`src/rtl/naes_pkg.sv`:
```
// Shared NES-core definitions: DMA state encoding and memory-mapped register addresses.
package naes_pkg;

    typedef enum logic [2:0] {
        ST_IDLE  = 3'd0,
        ST_HALT  = 3'd1,
        ST_ALIGN = 3'd2,
        ST_READ  = 3'd3,
        ST_WRITE = 3'd4
    } oam_dma_state_t;

    localparam logic [15:0] OAMDMA_REG  = 16'h4014;
    localparam logic [15:0] OAMDATA_REG = 16'h2004;

endpackage

```
`src/rtl/oam_dma.sv`:
```
// Sprite DMA: a CPU write to $4014 copies page {page,00..FF} into OAMDATA, halting the CPU meanwhile.
// Latency: trigger edge -> HALT, then 256 read/write pairs; hijack 513 cycles (514 with an odd-cycle ALIGN).
// Backpressure: none; the CPU is stalled via dma_hijack. OAM_DMA_ALIGN_EN enables the odd-cycle ALIGN state.
module oam_dma
    import naes_pkg::*;
(
    input  logic        cpu_clk,
    input  logic        reset,
    input  logic [15:0] bus_addr,
    input  logic [7:0]  bus_din,
    input  logic        bus_wr,
    input  logic        odd_or_even,
    input  logic [7:0]  mem_q,
    output logic        dma_hijack,
    output logic [15:0] dma_addr,
    output logic [7:0]  dma_dout,
    output logic        dma_wr,
    output logic        dma_done
);

    oam_dma_state_t state_q, state_d;
    logic [7:0]     page_q, page_d;
    logic [7:0]     index_q, index_d;
    logic           done_d;

`ifndef OAM_DMA_ALIGN_EN
    logic unused_odd_or_even;
    assign unused_odd_or_even = odd_or_even;
`endif

    always_ff @(posedge cpu_clk) begin
        if (reset) begin
            state_q  <= ST_IDLE;
            page_q   <= 8'h00;
            index_q  <= 8'h00;
            dma_done <= 1'b0;
        end else begin
            state_q  <= state_d;
            page_q   <= page_d;
            index_q  <= index_d;
            dma_done <= done_d;
        end
    end

    always_comb begin
        state_d    = state_q;
        page_d     = page_q;
        index_d    = index_q;
        done_d     = 1'b0;
        dma_hijack = 1'b1;
        dma_addr   = 16'h0000;
        dma_dout   = 8'h00;
        dma_wr     = 1'b0;
        case (state_q)
            ST_IDLE: begin
                dma_hijack = 1'b0;
                if (bus_wr && (bus_addr == OAMDMA_REG)) begin
                    page_d  = bus_din;
                    index_d = 8'h00;
                    state_d = ST_HALT;
                end
            end
            ST_HALT: begin
`ifdef OAM_DMA_ALIGN_EN
                state_d = odd_or_even ? ST_ALIGN : ST_READ;
`else
                state_d = ST_READ;
`endif
            end
            ST_ALIGN: state_d = ST_READ;
            ST_READ: begin
                dma_addr = {page_q, index_q};
                state_d  = ST_WRITE;
            end
            ST_WRITE: begin
                // mem_q is the byte addressed during the preceding READ cycle
                dma_addr = OAMDATA_REG;
                dma_dout = mem_q;
                dma_wr   = 1'b1;
                index_d  = index_q + 8'h01;
                if (index_q == 8'hFF) begin
                    done_d  = 1'b1;
                    state_d = ST_IDLE;
                end else begin
                    state_d = ST_READ;
                end
            end
            default: begin
                dma_hijack = 1'b0;
                state_d    = ST_IDLE;
            end
        endcase
    end

endmodule

```
`config.mk`:
```
export PLATFORM = sky130hd
export DESIGN_NAME = oam_dma
export DESIGN_NICKNAME = d
export VERILOG_FILES = /design/src/rtl/naes_pkg.sv /design/src/rtl/oam_dma.sv
export SDC_FILE = /design/constraint.sdc
export NUM_CORES = 1
export LEC_CHECK = 0
export BUFFER_PORTS_ARGS = -buffer_cell sky130_fd_sc_hd__buf_2
export CAP_MARGIN = 5
export CORE_AREA = 2 2 59 61
export DETAILED_ROUTE_END_ITERATION = 10
export DIE_AREA = 0 0 61 63
export PLACE_DENSITY = 0.8
export REMOVE_ABC_BUFFERS = 1
export SYNTH_ARGS = -nofsm -noshare
export SYNTH_HDL_FRONTEND = slang
export SYNTH_SLANG_ARGS = --single-unit
```
`constraint.sdc`:
```
create_clock -name cpu_clk -period 3.39 [get_ports cpu_clk]
set_input_delay 0.339 -clock cpu_clk [delete_from_list [all_inputs] [get_ports cpu_clk]]
set_output_delay 0.339 -clock cpu_clk [all_outputs]
set_load 0.02 [all_outputs]
```
==> metrics.csv, run 1 <==
metric,value,unit
ant_nets,0,
cts_hold_buf,0,
io_pins,63,
synth_cells,156,
hold_path_class,input port to flip-flop,
cts_tree,done,
ys_top_cells_by_area,"dfxtp_1, and2_1, a21oi_1",
gp_congestion,0.7204,
crit_required,3.05,ns
numCtsBuffers,3,
fin_crit,2.404,ns
row_count,21,
worstPathMaxFanout,16,
cp.arrival,2.06,ns
period_share,0.7091,
p_leak,0.7325,nW
drt-total-wl,3149,um
drv_cap,0,
cts_repair_resize_count,0,
gr-total-overflow,0,
grt_pass1_vias,1270,
dp_hpwl,2287,um
grt_usage,0.1773,
swShare,0.3323,
critPathTopFamily,simple AND/OR/NAND/NOR gates,
antenna_found_initial,0,
maxSlewHeadroom,0.3942,
yosys_warnings,0,
p_seq_frac,0.512,
yosys.area.top_type,dfxtp_1,
synthToLayoutAreaGrowth,23.69,%
cts_root_buf,clkbuf_4,
pwr-share-clk,0.230,
crit_path_end_kind,output port,
synth_area,0.001315,sq mm
drc_errors,0,
synth_seq_cells,20,
core,0.003232,sq mm
final_util,0.5033,
post-cts-setup-buffers,0,
crit_type,flip-flop to output port,
p_sw,166.6,uW
synth_seq_area_share,0.3045,
die_area,0.003843,sq mm
nets,248,
drive_above_1_share,0.3732,
die_w,61,um
worst-path-buf-inv,1,
slowest_delay,0.70,ns
pwr-share-comb,0.258,
tightest_slew,0.9054,ns
synth_top_area_share,0.3045,
worst_ir_drop_vdd,139.3,uV
clk_pin_slew_worst_paths,0.11,ns
layout.cells.non_filler,255,
worstPathCellList,"nand2_1, nor2_1, and2_1, buf_2",
initial_core_util,0.4069,
syn_area_per_cell,8.430,sq um
yosysUniqueCellTypes,43,
finalSetupViolations,0,
skew,0.0006890,ns
insertion_delay,0.30,ns
num_vias,1350,
fin_setup_tns,0,ns
synth_top_flop_cell,dfxtp_1,
synthMostInstantiatedCell,dfxtp_1,
viasPerCell,5.294,
firstDrtPassIters,4,
rsz0062_at_grt,false,
grt_max_degree,23,
status,finished clean,
fmax,0.4160,GHz
finalHoldViolCount,0,
diodes,0,
p_total,501.3,uW
async_flop_share,0,
clock-sinks,20,
wl_per_cell,12.35,um
critPathLaunchType,flip-flop,
maxSlewViolCount,0,
drtIter0Drc,37,
synth.top_cells.by_count,"dfxtp_1, and2_1, a21oi_1",
cts_max_path_buffers,2,
synth_edf_count,0,
power.density,308.2,mW/mm^2
die-height,63,um
cp_slowest_cell,nor2_1,
dp.cells,252,
grt_pass1_wl,5313,um
htreeDepth,1,
port_buffers,61,
intPower,334.7,uW
==> area by class of cell <==
cell class,count,area [sq um]
Sequential cell,20,400.4
Timing Repair Buffer,61,305.3
Inverter,1,3.754
Clock buffer,3,22.52
Tap cell,46,57.56
Multi-Input combinational cell,124,837.1
Fill cell,332,1605
==> registers in the layout (all words and copies together) (netlist names) <==
register / count
index_q: 8
page_q: 8
dma_done: 1
state_q: 3
==> through the flow <==
step / hold WS (ns) / setup WS (ns) / instance area, sq um
after CTS: 0.2819 / 0.9746 / 1627
after detailed placement: 0.4651 / 1.321 / 1604
final: 0.2840 / 0.9863 / 1627
after global routing: 0.2762 / 0.7731 / 1627
after global placement: 0.4596 / 1.332 / 1604
after floorplan: 0.4081 / 1.739 / 1241
==> layout by cell type, fill, tap and decap left out, drive strengths merged, types with 4 or more instances in the layout <==
cell type,netlist,final
o21ai,15,15
dfxtp,20,20
buf,7,61
nand4,11,11
and2,16,16
nand2,11,11
o311ai,4,4
and3,9,9
nor3,6,6
nor2,9,9
a21oi,13,13
==> path summary, 6_finish.rpt <==
| check | startpoint | to | slack [ns] | cells after the start |
|---|---|---|---|---|
| worst min register to register | page_q[1] | page_q[1] | 0.48 | 2 |
| worst max-delay path | state_q[1] | dma_addr[14] | 0.99 | 4 |
| worst min-delay path | bus_din[6] | page_q[6] | 0.28 | 3 |
| worst max register to register | state_q[2] | index_q[0] | 1.61 | 3 |
==> per-layer routing <==
layer | track usage | part of all wire | vias to the layer above
met5 | 0 | 0 | -
met4 | 0.07337 | 0.017 | 0
met2 | 0.2957 | 0.51 | 40
met3 | 0.03520 | 0.052 | 4
li1 | - | - | 683
met1 | 0.2148 | 0.42 | 623
==> power by group through the flow <==
stage	combinational, mW	clock, mW	sequential, mW
5_1_grt	0.142	0.125	0.259
3_5_place_dp	0.129	0	0.262
4_1_cts	0.129	0.116	0.257
2_1_floorplan	0.0842	0	0.259
3_3_place_gp	0.127	0	0.262
6_report	0.129	0.115	0.257
==> cells by family after synthesis <==
kind of cell	after synthesis	share of synthesized area
simple gates	81	0.4263
compound gates	39	0.1808
flops	20	0.3045
buf+inv	12	0.05898
xor+xnor	3	0.01998
fa+ha+maj	1	0.009513
==> worst min-delay path, cell delays in order <==
cell	delay [ns]
buf_2	0.10
nand4_1	0.06
a21oi_1	0.06
No activity file was read; power rests on OpenSTA's default activity.
==> run 2: changes to the inputs <==
--- a/config.mk
+++ b/config.mk
@@ -7,10 +7,10 @@
 export LEC_CHECK = 0
 export BUFFER_PORTS_ARGS = -buffer_cell sky130_fd_sc_hd__buf_2
 export CAP_MARGIN = 5
-export CORE_AREA = 2 2 59 61
+export CORE_AREA = 2 2 60 62
 export DETAILED_ROUTE_END_ITERATION = 10
-export DIE_AREA = 0 0 61 63
-export PLACE_DENSITY = 0.8
+export DIE_AREA = 0 0 62 64
+export PLACE_DENSITY = 0.81
 export REMOVE_ABC_BUFFERS = 1
 export SYNTH_ARGS = -nofsm -noshare
 export SYNTH_HDL_FRONTEND = slang
==> constraint.sdc (replaced) <==
create_clock -name cpu_clk -period 1.99 [get_ports cpu_clk]
set_input_delay 0.199 -clock cpu_clk [delete_from_list [all_inputs] [get_ports cpu_clk]]
set_output_delay 0.199 -clock cpu_clk [all_outputs]
set_load 0.02 [all_outputs]
==> metrics.csv, run 2 (same netlist as run 1, synthesis figures left out) <==
metric,value,unit,change
final_cell_mix,"buf_2, dfxtp_1, and2_1",,unchanged
drt-total-wl,3039,um,was 3149 um
die_w,62,um,was 61 um
drtIter0Drc,46,,was 37
drv_cap,0,,unchanged
maxSlewHeadroom,0.6649,,was 0.3942
cts_hold_buf,0,,unchanged
worstPathMaxFanout,12,,was 16
wl_per_cell,11.69,um,was 12.35 um
cp.arrival,1.56,ns,was 2.06 ns
place_area,0.001634,sq mm,was 0.001604 sq mm
fin_crit,1.758,ns,
post-cts-setup-buffers,0,,unchanged
cts_root_buf,clkbuf_4,,unchanged
core,0.003284,sq mm,was 0.003232 sq mm
hold_path_class,input port to flip-flop,,unchanged
insertion_delay,0.31,ns,was 0.30 ns
gp_congestion,0.8187,,was 0.7204
clock-sinks,20,,unchanged
drive_above_1_share,0.3972,,was 0.3732
grt_pass1_wl,4968,um,was 5313 um
cts_repair_resize_count,0,,unchanged
port_buffers,61,,unchanged
period_share,0.8833,,
worst_ir_drop_vdd,424.8,uV,was 139.3 uV
status,finished clean,,unchanged
fmax,0.5689,GHz,
finalHoldViolCount,0,,unchanged
ant_nets,0,,unchanged
antenna_found_initial,0,,unchanged
die-height,64,um,was 63 um
diodes,0,,unchanged
top_regs,"index_q x8, page_q x8, state_q x3",,unchanged
htreeDepth,1,,unchanged
final_common_cell,buf_2,,unchanged
crit_required,1.79,ns,was 3.05 ns
post-place-ws,0.4140,ns,was 1.321 ns
drc_errors,0,,unchanged
maxSlewViolCount,0,,unchanged
seqCellArea,402.9,sq um,was 400.4 sq um
grt_max_degree,22,,was 23
num_vias,1362,,was 1350
multi_input_area,837.1,sq um,unchanged
firstDrtPassIters,4,,unchanged
crit_path_end_kind,output port,,unchanged
grt_pass1_vias,1173,,was 1270
finalSetupViolations,0,,unchanged
cp_slowest_cell,dfxtp_2,,was nor2_1
p_leak,0.7599,nW,was 0.7325 nW
row_count,21,,unchanged
nFillCells,324,,was 332
critPathLaunchType,flip-flop,,unchanged
synthToLayoutAreaGrowth,27.21,%,was 23.69%
cts_tree,done,,unchanged
nets,252,,was 248
worst_slack,0.2323,ns,was 0.9863 ns
clk_pin_slew_worst_paths,0.12,ns,was 0.11 ns
crit_type,flip-flop to output port,,unchanged
initial_core_util,0.4004,,was 0.4069
dp.cells,256,,was 252
layout.cells.non_filler,260,,was 255
slowest_delay,0.45,ns,was 0.70 ns
worstPathCellList,"nand2_1, nor2_1, buf_4, nand2_1, nand2_1, buf_2",,"was nand2_1, nor2_1, and2_1, buf_2"
gr-total-overflow,0,,unchanged
viasPerCell,5.238,,was 5.294
cts_max_path_buffers,2,,unchanged
io_pins,63,,unchanged
tightest_slew,0.5008,ns,was 0.9054 ns
power.density,544.6,mW/mm^2,was 308.2 mW/mm^2
grt_usage,0.1593,,was 0.1773
rsz0062_at_grt,false,,unchanged
timing.critical_path.mode_cell,nand2_1,,
skew,0.01095,ns,was 0.0006890 ns
die_area,0.003968,sq mm,was 0.003843 sq mm
numCtsBuffers,3,,unchanged
fin_setup_tns,0,ns,unchanged
fin_area,0.001673,sq mm,was 0.001627 sq mm
dp_hpwl,2263,um,was 2287 um
-- run 2: critical path, delay by kind of cell (launching register included) --
| family | cells | cell delay (ns) |
|---|---|---|
| buffers and inverters | 2 | 0.38 |
| and+or+nand+nor | 4 | 0.42 |
| DFF | 1 | 0.45 |
-- run 2: power breakdown --
group,leakage [nW],switching (mW),internal [mW],total (mW)
Sequential,0.162,0.0271,0.413,0.440
Combinational,0.577,0.132,0.101,0.233
Clock,0.0210,0.126,0.112,0.238
-- run 2: worst paths after layout --
path                    from      endpoint  slack (ns)  cells past startpoint
setup / recovery  state_q[0]  dma_addr[13]        0.23                      6
hold / removal    bus_din[6]     page_q[6]        0.14                      3
setup reg to reg  index_q[0]    state_q[0]        0.40                      5
hold reg to reg    page_q[7]     page_q[7]        0.48                      2
-- run 2: metal layers --
| metal | vias to the layer above | GRT usage | wire length, um |
|---|---|---|---|
| met1 | 622 | 0.2012 | 1401 |
| met4 | 0 | 0.04255 | 21 |
| met3 | 4 | 0.04049 | 162 |
| li1 | 692 | - | - |
| met5 | - | 0 | 0 |
| met2 | 44 | 0.2617 | 1454 |
-- run 2: through the flow --
step	util	hold WS, ns	power [mW]
finish	0.5093	0.1449	0.9111
global route	0.5093	0.1358	0.9584
detailed placement	0.4975	0.4664	0.6784
floorplan	-	0.2681	0.5853
global placement	0.4975	0.4596	0.6741
CTS	0.5086	0.1380	0.9160
-- run 2: final cells by class --
type	instances	share of cell area
clock buffers	4	0.02169
inverters	1	0.002244
multi-input cells	124	0.5004
flip-flops and latches	20	0.2408
well taps	46	0.03441
repair buffers	65	0.2004
